## src/rtl/lsu_pkg.sv

```systemverilog
// Shared types and default sizing for the load/store unit.
package lsu_pkg;

  localparam int LSU_DATA_W    = 8;
  localparam int LSU_MEM_DEPTH = 64;

  typedef enum logic [1:0] {
    IDLE   = 2'd0,
    ACCESS = 2'd1,
    RESP   = 2'd2
  } state_t;

endpackage

```

## src/rtl/load_store_unit.sv

```systemverilog
// Single-outstanding load/store unit between a CPU request port and a data RAM.
// Build option: define LSU_BOUND_CHECK_EN to reject addresses >= MEM_DEPTH with rsp_err.
module load_store_unit
  import lsu_pkg::*;
#(
  parameter int DATA_W    = LSU_DATA_W,
  parameter int MEM_DEPTH = LSU_MEM_DEPTH
) (
  input  logic              clk,
  input  logic              reset,
  input  logic              req_valid,
  output logic              req_ready,
  input  logic              req_we,
  input  logic [DATA_W-1:0] req_addr,
  input  logic [DATA_W-1:0] req_wdata,
  output logic              rsp_valid,
  input  logic              rsp_ready,
  output logic [DATA_W-1:0] rsp_rdata,
  output logic              rsp_err,
  output logic              ram_mem_write,
  output logic              ram_mem_read,
  output logic [DATA_W-1:0] ram_address,
  output logic [DATA_W-1:0] ram_write_data,
  input  logic [DATA_W-1:0] ram_mem_data_in
);

`ifdef LSU_BOUND_CHECK_EN
  localparam bit BOUND_CHECK = 1'b1;
`else
  localparam bit BOUND_CHECK = 1'b0;
`endif

  // One extra bit so a MEM_DEPTH equal to 2**DATA_W still compares correctly.
  localparam logic [DATA_W:0] DEPTH_LIM = (DATA_W+1)'(MEM_DEPTH);

  state_t            state, state_next;
  logic              accept;
  logic              addr_ok;
  logic              we_q;
  logic [DATA_W-1:0] addr_q;
  logic [DATA_W-1:0] wdata_q;
  logic [DATA_W-1:0] rdata_q;
  logic              err_q;

  // Folds to a constant 1 when bound checking is compiled out.
  assign addr_ok = !BOUND_CHECK || ({1'b0, addr_q} < DEPTH_LIM);

  // NOTE: sequential state uses non-blocking assignments so every register
  // samples the pre-edge values of the others, independent of block order.
  always_ff @(posedge clk) begin
    if (reset) state <= IDLE;
    else       state <= state_next;
  end

  // NOTE: every output of this block gets a default first, so no path through
  // the case statement leaves a signal unassigned and infers a latch.
  always_comb begin
    state_next     = state;
    accept         = 1'b0;
    req_ready      = 1'b0;
    rsp_valid      = 1'b0;
    ram_mem_write  = 1'b0;
    ram_mem_read   = 1'b0;
    ram_address    = '0;
    ram_write_data = '0;
    unique case (state)
      IDLE: begin
        req_ready = !reset;
        if (req_valid && !reset) begin
          accept     = 1'b1;
          state_next = ACCESS;
        end
      end
      ACCESS: begin
        // Strobes are not gated by reset: the RAM sees this cycle's access.
        ram_address    = addr_q;
        ram_write_data = we_q ? wdata_q : '0;
        ram_mem_write  = we_q && addr_ok;
        ram_mem_read   = !we_q && addr_ok;
        state_next     = RESP;
      end
      RESP: begin
        rsp_valid = !reset;
        if (rsp_ready) state_next = IDLE;
      end
      default: state_next = IDLE;
    endcase
  end

  always_ff @(posedge clk) begin
    if (reset) begin
      we_q    <= 1'b0;
      addr_q  <= '0;
      wdata_q <= '0;
      rdata_q <= '0;
      err_q   <= 1'b0;
    end else if (accept) begin
      we_q    <= req_we;
      addr_q  <= req_addr;
      wdata_q <= req_wdata;
    end else if (state == ACCESS) begin
      rdata_q <= (!we_q && addr_ok) ? ram_mem_data_in : '0;
      err_q   <= !addr_ok;
    end
  end

  // Response fields read as zero whenever no response is being offered.
  assign rsp_rdata = rsp_valid ? rdata_q : '0;
  assign rsp_err   = rsp_valid && err_q;

endmodule

```

## config.mk

```make
export PLATFORM = sky130hd
export DESIGN_NAME = load_store_unit
export DESIGN_NICKNAME = d
export VERILOG_FILES = /design/src/rtl/lsu_pkg.sv /design/src/rtl/load_store_unit.sv
export SDC_FILE = /design/constraint.sdc
export NUM_CORES = 1
export LEC_CHECK = 0
export BUFFER_PORTS_ARGS = -buffer_cell sky130_fd_sc_hd__buf_4
export CORE_MARGIN = 2
export CORE_UTILIZATION = 47
export CTS_BUF_LIST = sky130_fd_sc_hd__clkbuf_2
export DETAILED_ROUTE_END_ITERATION = 6
export PLACE_DENSITY = 0.81
export SYNTH_ARGS = -nofsm -noshare
export SYNTH_HDL_FRONTEND = slang
export SYNTH_SLANG_ARGS = --single-unit
```

## constraint.sdc

```tcl
create_clock -name clk -period 1.6 [get_ports clk]
set_input_delay 0.08 -clock clk [delete_from_list [all_inputs] [get_ports clk]]
set_output_delay 0.08 -clock clk [all_outputs]
set_load 0.02 [all_outputs]
```

==> impl_results.rst, run 1 <==
.. list-table::
   :header-rows: 1

   * - Metric
     - Value
   * - Outcome
     - completed
   * - Element type at the critical path end
     - primary output
   * - Synth Register Bits
     - 27
   * - Share of Yosys cell area claimed by the top area cell type
     - 45.4%
   * - Maximum vdd ir drop
     - 0.479 mV
   * - Most frequent cells in the layout
     - sky130_fd_sc_hd__buf_4, sky130_fd_sc_hd__nand2_1, sky130_fd_sc_hd__a21oi_1, sky130_fd_sc_hd__dlygate4sd3_1, sky130_fd_sc_hd__dfxtp_1
   * - Setup-failing EPs final
     - 0
   * - Leak pwr
     - 0.000895 uW
   * - Share of post-route cells with drive strength above 1
     - 31.5%
   * - Count of standard-cell rows
     - 18
   * - Category of the critical setup timing path
     - flip-flop to primary output
   * - Total DRC errors in the routed layout
     - 0
   * - Final period demand of the worst path
     - 1.52 ns
   * - Die Height
     - 54.3 um
   * - Number of antenna violations at the first check in global routing
     - 0
   * - Sinks on Clock Net
     - 27
   * - Arrival time of the worst setup path
     - 1.44 ns
   * - First-pass GRT wire length
     - 5030 um
   * - Final core occ
     - 79.1%
   * - Cell count of the worst reg-to-reg path
     - 4
   * - Required arrival time at the worst endpoint
     - 1.52 ns
   * - Cell at the root of the clock tree
     - sky130_fd_sc_hd__clkbuf_2
   * - Initial core utilization
     - 49.0%
   * - Die width
     - 54.3 um
   * - Initial DRC Count
     - 19
   * - Yosys warning total
     - 0
   * - Via count
     - 1297
   * - Input/output buffers
     - 56
   * - Antenna diode count
     - 0
   * - Via count of the first global-routing pass
     - 1198
   * - Via-to-Cell Ratio
     - 4.95
   * - Number of hold-slack violations in the final timing report
     - 0
   * - Max Clock Freq
     - 0.657 GHz
   * - Kind of path behind the tightest hold check
     - primary input to flip-flop
   * - Setup repair after global routing missed its margin
     - yes
   * - Leading cell type in the layout, fill and taps excluded
     - sky130_fd_sc_hd__buf_4
   * - Dpl hpwl
     - 2120 um
   * - Deepest level of the CTS H-tree
     - 1
   * - Worst Hold Margin
     - 0.0462 ns
   * - Sequential fraction of the synthesis area
     - 45.4%
   * - Pwr per Cell Area
     - 662 nW/um2
   * - Count of cells along the worst hold path
     - 4
   * - TritonCTS clock tree
     - built
   * - Die area
     - 2950 um2
   * - Synth Instances
     - 151
   * - Clock Skew
     - 0.0204 ns
   * - Clock tree buffer depth
     - 2
   * - Final antenna-violating net count
     - 0
   * - Post-synth design cell area
     - 1190 um2
   * - Number of max-slew violations in the final report
     - 0
   * - RD Place Congestion
     - 0.659
   * - Total track usage
     - 23.4%
   * - Launching element type of the critical path
     - flip-flop
   * - Normalized max-slew margin
     - 65.1%
   * - Share of the clock period used by the worst path after layout
     - 95.2%
   * - CTS clock-pin slew for the worst setup and hold paths
     - 0.22 ns
   * - Mean instance size in the synthesized netlist
     - 7.89 um2
   * - Synthesized netlist net count
     - 180
   * - Synth unique cells
     - 17
   * - P&R area growth vs syn
     - 61.4%
   * - Wire length after detailed routing
     - 3320 um
   * - Dominant cells by area after synthesis
     - sky130_fd_sc_hd__dfxtp_1, sky130_fd_sc_hd__nand2_1, sky130_fd_sc_hd__a21oi_1
   * - Number of CTS-inserted buffers
     - 3
   * - NumNets Final
     - 262
   * - Transition time of the tightest slew-check pin
     - 0.524 ns
   * - Dominant cell type by area after synthesis
     - sky130_fd_sc_hd__dfxtp_1
   * - Max-Cap Viols
     - 0
   * - Largest net degree at the start of global routing
     - 29
   * - DRT Pass-1 Iters
     - 6
   * - Worst skew pair latency
     - 0.35 ns
   * - Crit Path Max Fanout
     - 10
   * - GRT Residual Overflow
     - 0
   * - Routed wire length per instance
     - 12.7 um
   * - Boundary Pins
     - 58
   * - Core Area
     - 2430 um2
-- power breakdown --
part,total (uW),switching [uW],leakage [uW],internal (uW)
sequential,742,28.0,0.000223,714
combinational,274,123,0.000655,152
clock,257,191,0.0000166,66.0
total,1270,342,0.000895,932
-- routing by layer --
layer  vias to the layer above  global-route usage, %  share of wire (%)
met4                         0                   7.08               0.81
met1                       598                   27.8                 39
met3                         4                   3.01                5.1
met5                         -                      0                  0
met2                        47                   43.2                 55
li1                        648                      -                  -
-- registers in the layout, summed over array words and instances (netlist names) --
register	cells
state	2
wdata_q	8
addr_q	8
rdata_q	8
we_q	1
-- cells in the mapped netlist --
| cell | count |
|---|---|
| sky130_fd_sc_hd__nand2_1 | 42 |
| sky130_fd_sc_hd__dfxtp_1 | 27 |
| sky130_fd_sc_hd__buf_2 | 2 |
| sky130_fd_sc_hd__nor2_1 | 3 |
| sky130_fd_sc_hd__buf_6 | 2 |
| sky130_fd_sc_hd__clkbuf_1 | 5 |
| sky130_fd_sc_hd__nand3b_1 | 8 |
| sky130_fd_sc_hd__buf_4 | 3 |
| sky130_fd_sc_hd__or3b_1 | 1 |
| sky130_fd_sc_hd__and3_1 | 8 |
| sky130_fd_sc_hd__nor3_1 | 1 |
| sky130_fd_sc_hd__and2_1 | 18 |
| sky130_fd_sc_hd__conb_1 | 1 |
| sky130_fd_sc_hd__nor2b_1 | 1 |
| sky130_fd_sc_hd__nand2b_1 | 1 |
| sky130_fd_sc_hd__nor3b_2 | 2 |
| sky130_fd_sc_hd__a21oi_1 | 26 |
-- per-stage QoR --
stage	TNS, ns	total power (uW)	setup slack (ns)	cells	instance area (um2)
finish	0	1270	0.0770	262	1920
global route	-0.0686	1340	-0.0298	262	1920
CTS	0	1270	0.00500	261	1910
detailed placement	0	970	0.230	230	1610
global placement	0	960	0.284	230	1610
floorplan	0	876	0.314	151	1190
-- cell type report --
type,count,area (um2)
Timing Repair Buffer,89,733
Multi-Input combinational cell,112,586
Sequential cell,27,547
Fill cell,155,509
Tap cell,30,37.5
Clock buffer,4,20.0
-- kinds of logic after synthesis --
group | after synthesis | synth area share, %
other | 1 | 0.315
and+or+nand+nor | 85 | 37.2
AOI/OAI and AO/OA | 26 | 10.9
buffers and inverters | 12 | 6.20
DFF | 27 | 45.4
-- path summary, 6_finish.rpt --
kind / startpoint / end / slack [ns]
hold reg to reg: rdata_q[3] / rdata_q[3] / 0.47
setup / recovery: state[0] / ram_write_data[7] / 0.08
setup reg to reg: state[0] / wdata_q[5] / 0.12
hold / removal: rsp_ready / state[1] / 0.05
-- critical path, stage by stage (launching register included) --
cell,delay [ns]
sky130_fd_sc_hd__dfxtp_4,0.43
sky130_fd_sc_hd__nor2b_2,0.18
sky130_fd_sc_hd__buf_4,0.17
sky130_fd_sc_hd__and3_1,0.18
sky130_fd_sc_hd__buf_4,0.15
-- repair_timing --
| item | 4_1_cts | 5_1_grt |
|---|---|---|
| endpoints found under the setup margin | 26 | 26 |
| resized for setup | 3 | 3 |
| cloned | 0 | 0 |
| buffers inserted | 1 | 1 |
| endpoints found under the hold margin | 26 | 0 |
| hold buffers | 26 | 0 |
No activity file was read; power rests on OpenSTA's default activity.
==> run 2, diff against run 1 <==
--- a/config.mk
+++ b/config.mk
@@ -10,6 +10,7 @@
 export CORE_UTILIZATION = 47
 export CTS_BUF_LIST = sky130_fd_sc_hd__clkbuf_2
 export DETAILED_ROUTE_END_ITERATION = 6
+export GPL_TIMING_DRIVEN = 0
 export PLACE_DENSITY = 0.81
 export SYNTH_ARGS = -nofsm -noshare
 export SYNTH_HDL_FRONTEND = slang
==> constraint.sdc (replaced) <==
create_clock -name clk -period 1.6 [get_ports clk]
set_input_delay 0.24 -clock clk [delete_from_list [all_inputs] [get_ports clk]]
set_output_delay 0.24 -clock clk [all_outputs]
set_load 0.02 [all_outputs]
==> impl_results.rst, run 2 (synthesis gave the netlist of run 1 again) <==
.. list-table::
   :header-rows: 1

   * - Metric
     - Value
   * - Outcome
     - complete, but fails checks
   * - Failing checks
     - negative setup slack
   * - Number of antenna violations at the first check in global routing
     - 0
   * - Cell family contributing the most delay on the critical path
     - buffers and inverters
   * - Worst path bufs/invs
     - 3
   * - Die Height
     - 54.3 um
   * - Count of hold buffers inserted by post-cts repair
     - 0
   * - Overall power
     - 1300 uW
   * - Antenna diode count
     - 0
   * - Routed length on met2
     - 1970 um
   * - Normalized max-slew margin
     - 56.3%
   * - Worst skew pair latency
     - 0.33 ns
   * - Met3 routed wirelength
     - 189 um
   * - Total track usage
     - 23.7%
   * - Clock Skew
     - 0.00341 ns
   * - P&R area growth vs syn
     - 70.2%
   * - Die width
     - 54.3 um
   * - Element type at the critical path end
     - primary output
   * - Via-to-Cell Ratio
     - 5.25
   * - Die area
     - 2950 um2
   * - Transition time of the tightest slew-check pin
     - 0.656 ns
   * - DRT Pass-1 Iters
     - 4
   * - Max-Cap Viols
     - 0
   * - Launching element type of the critical path
     - flip-flop
   * - Area of all placed cells without fillers
     - 2030 um2
   * - Largest net degree at the start of global routing
     - 15
   * - List of cells traversed by the critical path
     - buf_4 > buf_4 > nor3_1 > buf_4
   * - Pwr per Cell Area
     - 643 nW/um2
   * - Fillcell total
     - 136
   * - Kind of path behind the tightest hold check
     - primary input to flip-flop
   * - Crit-path most repeated cell
     - sky130_fd_sc_hd__buf_4
   * - Setup-failing EPs final
     - 26
   * - Cell with the largest stage delay on the worst path
     - sky130_fd_sc_hd__dfxtp_4
   * - Routed metal-1 wirelength
     - 1420 um
   * - Setup repair after global routing missed its margin
     - yes
   * - Core Area
     - 2430 um2
   * - Routed wire length per instance
     - 14.1 um
   * - Initial DRC Count
     - 31
   * - TritonCTS clock tree
     - built
   * - Registers with the highest flip-flop counts
     - addr_q (8), rdata_q (8), wdata_q (8)
   * - Sinks on Clock Net
     - 27
   * - Deepest level of the CTS H-tree
     - 1
   * - Initial core utilization
     - 49.0%
   * - Maximum vdd ir drop
     - 0.490 mV
   * - Worst Hold Margin
     - 0.111 ns
   * - Count of standard-cell rows
     - 18
   * - Final core occ
     - 83.3%
   * - Arrival time of the worst setup path
     - 1.45 ns
   * - Crit Path Max Fanout
     - 4
   * - GRT Residual Overflow
     - 0
   * - Area after DPL
     - 1640 um2
   * - Max Clock Freq
     - 0.590 GHz
   * - First-pass GRT wire length
     - 5060 um
   * - Largest stage delay on the critical path
     - 0.41 ns
   * - Number of hold-slack violations in the final timing report
     - 0
   * - NumNets Final
     - 255
   * - Final period demand of the worst path
     - 1.69 ns
   * - RD Place Congestion
     - 0.630
   * - Final setup slack of the worst path
     - -0.0939 ns
   * - Top metal layer carrying routed signals
     - met4
   * - Number of CTS-inserted buffers
     - 3
   * - Share of the clock period used by the worst path after layout
     - 106%
   * - Dpl hpwl
     - 2210 um
   * - Cell at the root of the clock tree
     - sky130_fd_sc_hd__clkbuf_2
   * - Leak pwr
     - 0.000900 uW
   * - Boundary Pins
     - 58
   * - Share of post-route cells with drive strength above 1
     - 49.8%
   * - Input/output buffers
     - 55
   * - Via count
     - 1338
   * - Clock tree buffer depth
     - 2
   * - Category of the critical setup timing path
     - flip-flop to primary output
   * - Final antenna-violating net count
     - 0
   * - Setup TNS
     - -1.06 ns
   * - Wire length after detailed routing
     - 3600 um
   * - Most frequent cells in the layout
     - sky130_fd_sc_hd__nand2_1, sky130_fd_sc_hd__buf_4, sky130_fd_sc_hd__buf_6
   * - Via count of the first global-routing pass
     - 1146
   * - Total DRC errors in the routed layout
     - 0
   * - Number of max-slew violations in the final report
     - 0
   * - Required arrival time at the worst endpoint
     - 1.36 ns
   * - CTS clock-pin slew for the worst setup and hold paths
     - 0.23 ns
[run 2: routing by layer]
layer / vias up / global-route usage, %
met5: - / 0
met4: 0 / 5.00
met3: 4 / 3.55
li1: 636 / -
met1: 647 / 29.7
met2: 51 / 42.6
[run 2: final cells by class]
| cell class | count | area [um2] | area share [%] |
|---|---|---|---|
| Tap cell | 30 | 37.5 | 1.85 |
| Buffer | 10 | 73.8 | 3.64 |
| Multi-Input combinational cell | 113 | 698 | 34.4 |
| Timing Repair Buffer | 71 | 646 | 31.9 |
| Sequential cell | 27 | 552 | 27.2 |
| Clock buffer | 4 | 20.0 | 0.988 |
[run 2: report_power, final]
part / leakage, uW / total [uW] / internal [uW] / switching (uW)
Sequential: 0.000223 / 742 / 713 / 29.2
Clock: 0.0000166 / 255 / 66.0 / 189
Combinational: 0.000660 / 305 / 163 / 142
Total: 0.000900 / 1300 / 942 / 360
[run 2: worst register-to-register path: cells and delay by family (launching register included)]
kind / cells / cell delay (ns)
DFF: 1 / 0.41
and+or+nand+nor: 2 / 0.43
buffers and inverters: 3 / 0.48
AOI/OAI and AO/OA: 1 / 0.12
[run 2: path summary, 6_finish.rpt]
check | startpoint | end | slack (ns) | depth (start not counted)
max | state[0] | req_ready | -0.09 | 4
min | req_valid | state[0] | 0.11 | 2
min reg2reg | rdata_q[6] | rdata_q[6] | 0.47 | 2
max reg2reg | state[0] | we_q | 0.10 | 6
[run 2: stage by stage]
step	std cells	worst slack, ns
after global placement	236	0.126
after detailed placement	236	0.111
after CTS	245	-0.0803
after floorplan	151	0.134
after global routing	255	-0.171
final	255	-0.0939
[run 2: timing repair]
action | CTS | global route
endpoints found under the setup margin | 27 | 28
buffers inserted | 5 | 9
pin swaps | 13 | 9
resized for setup | 53 | 18
gates cloned | 2 | 1
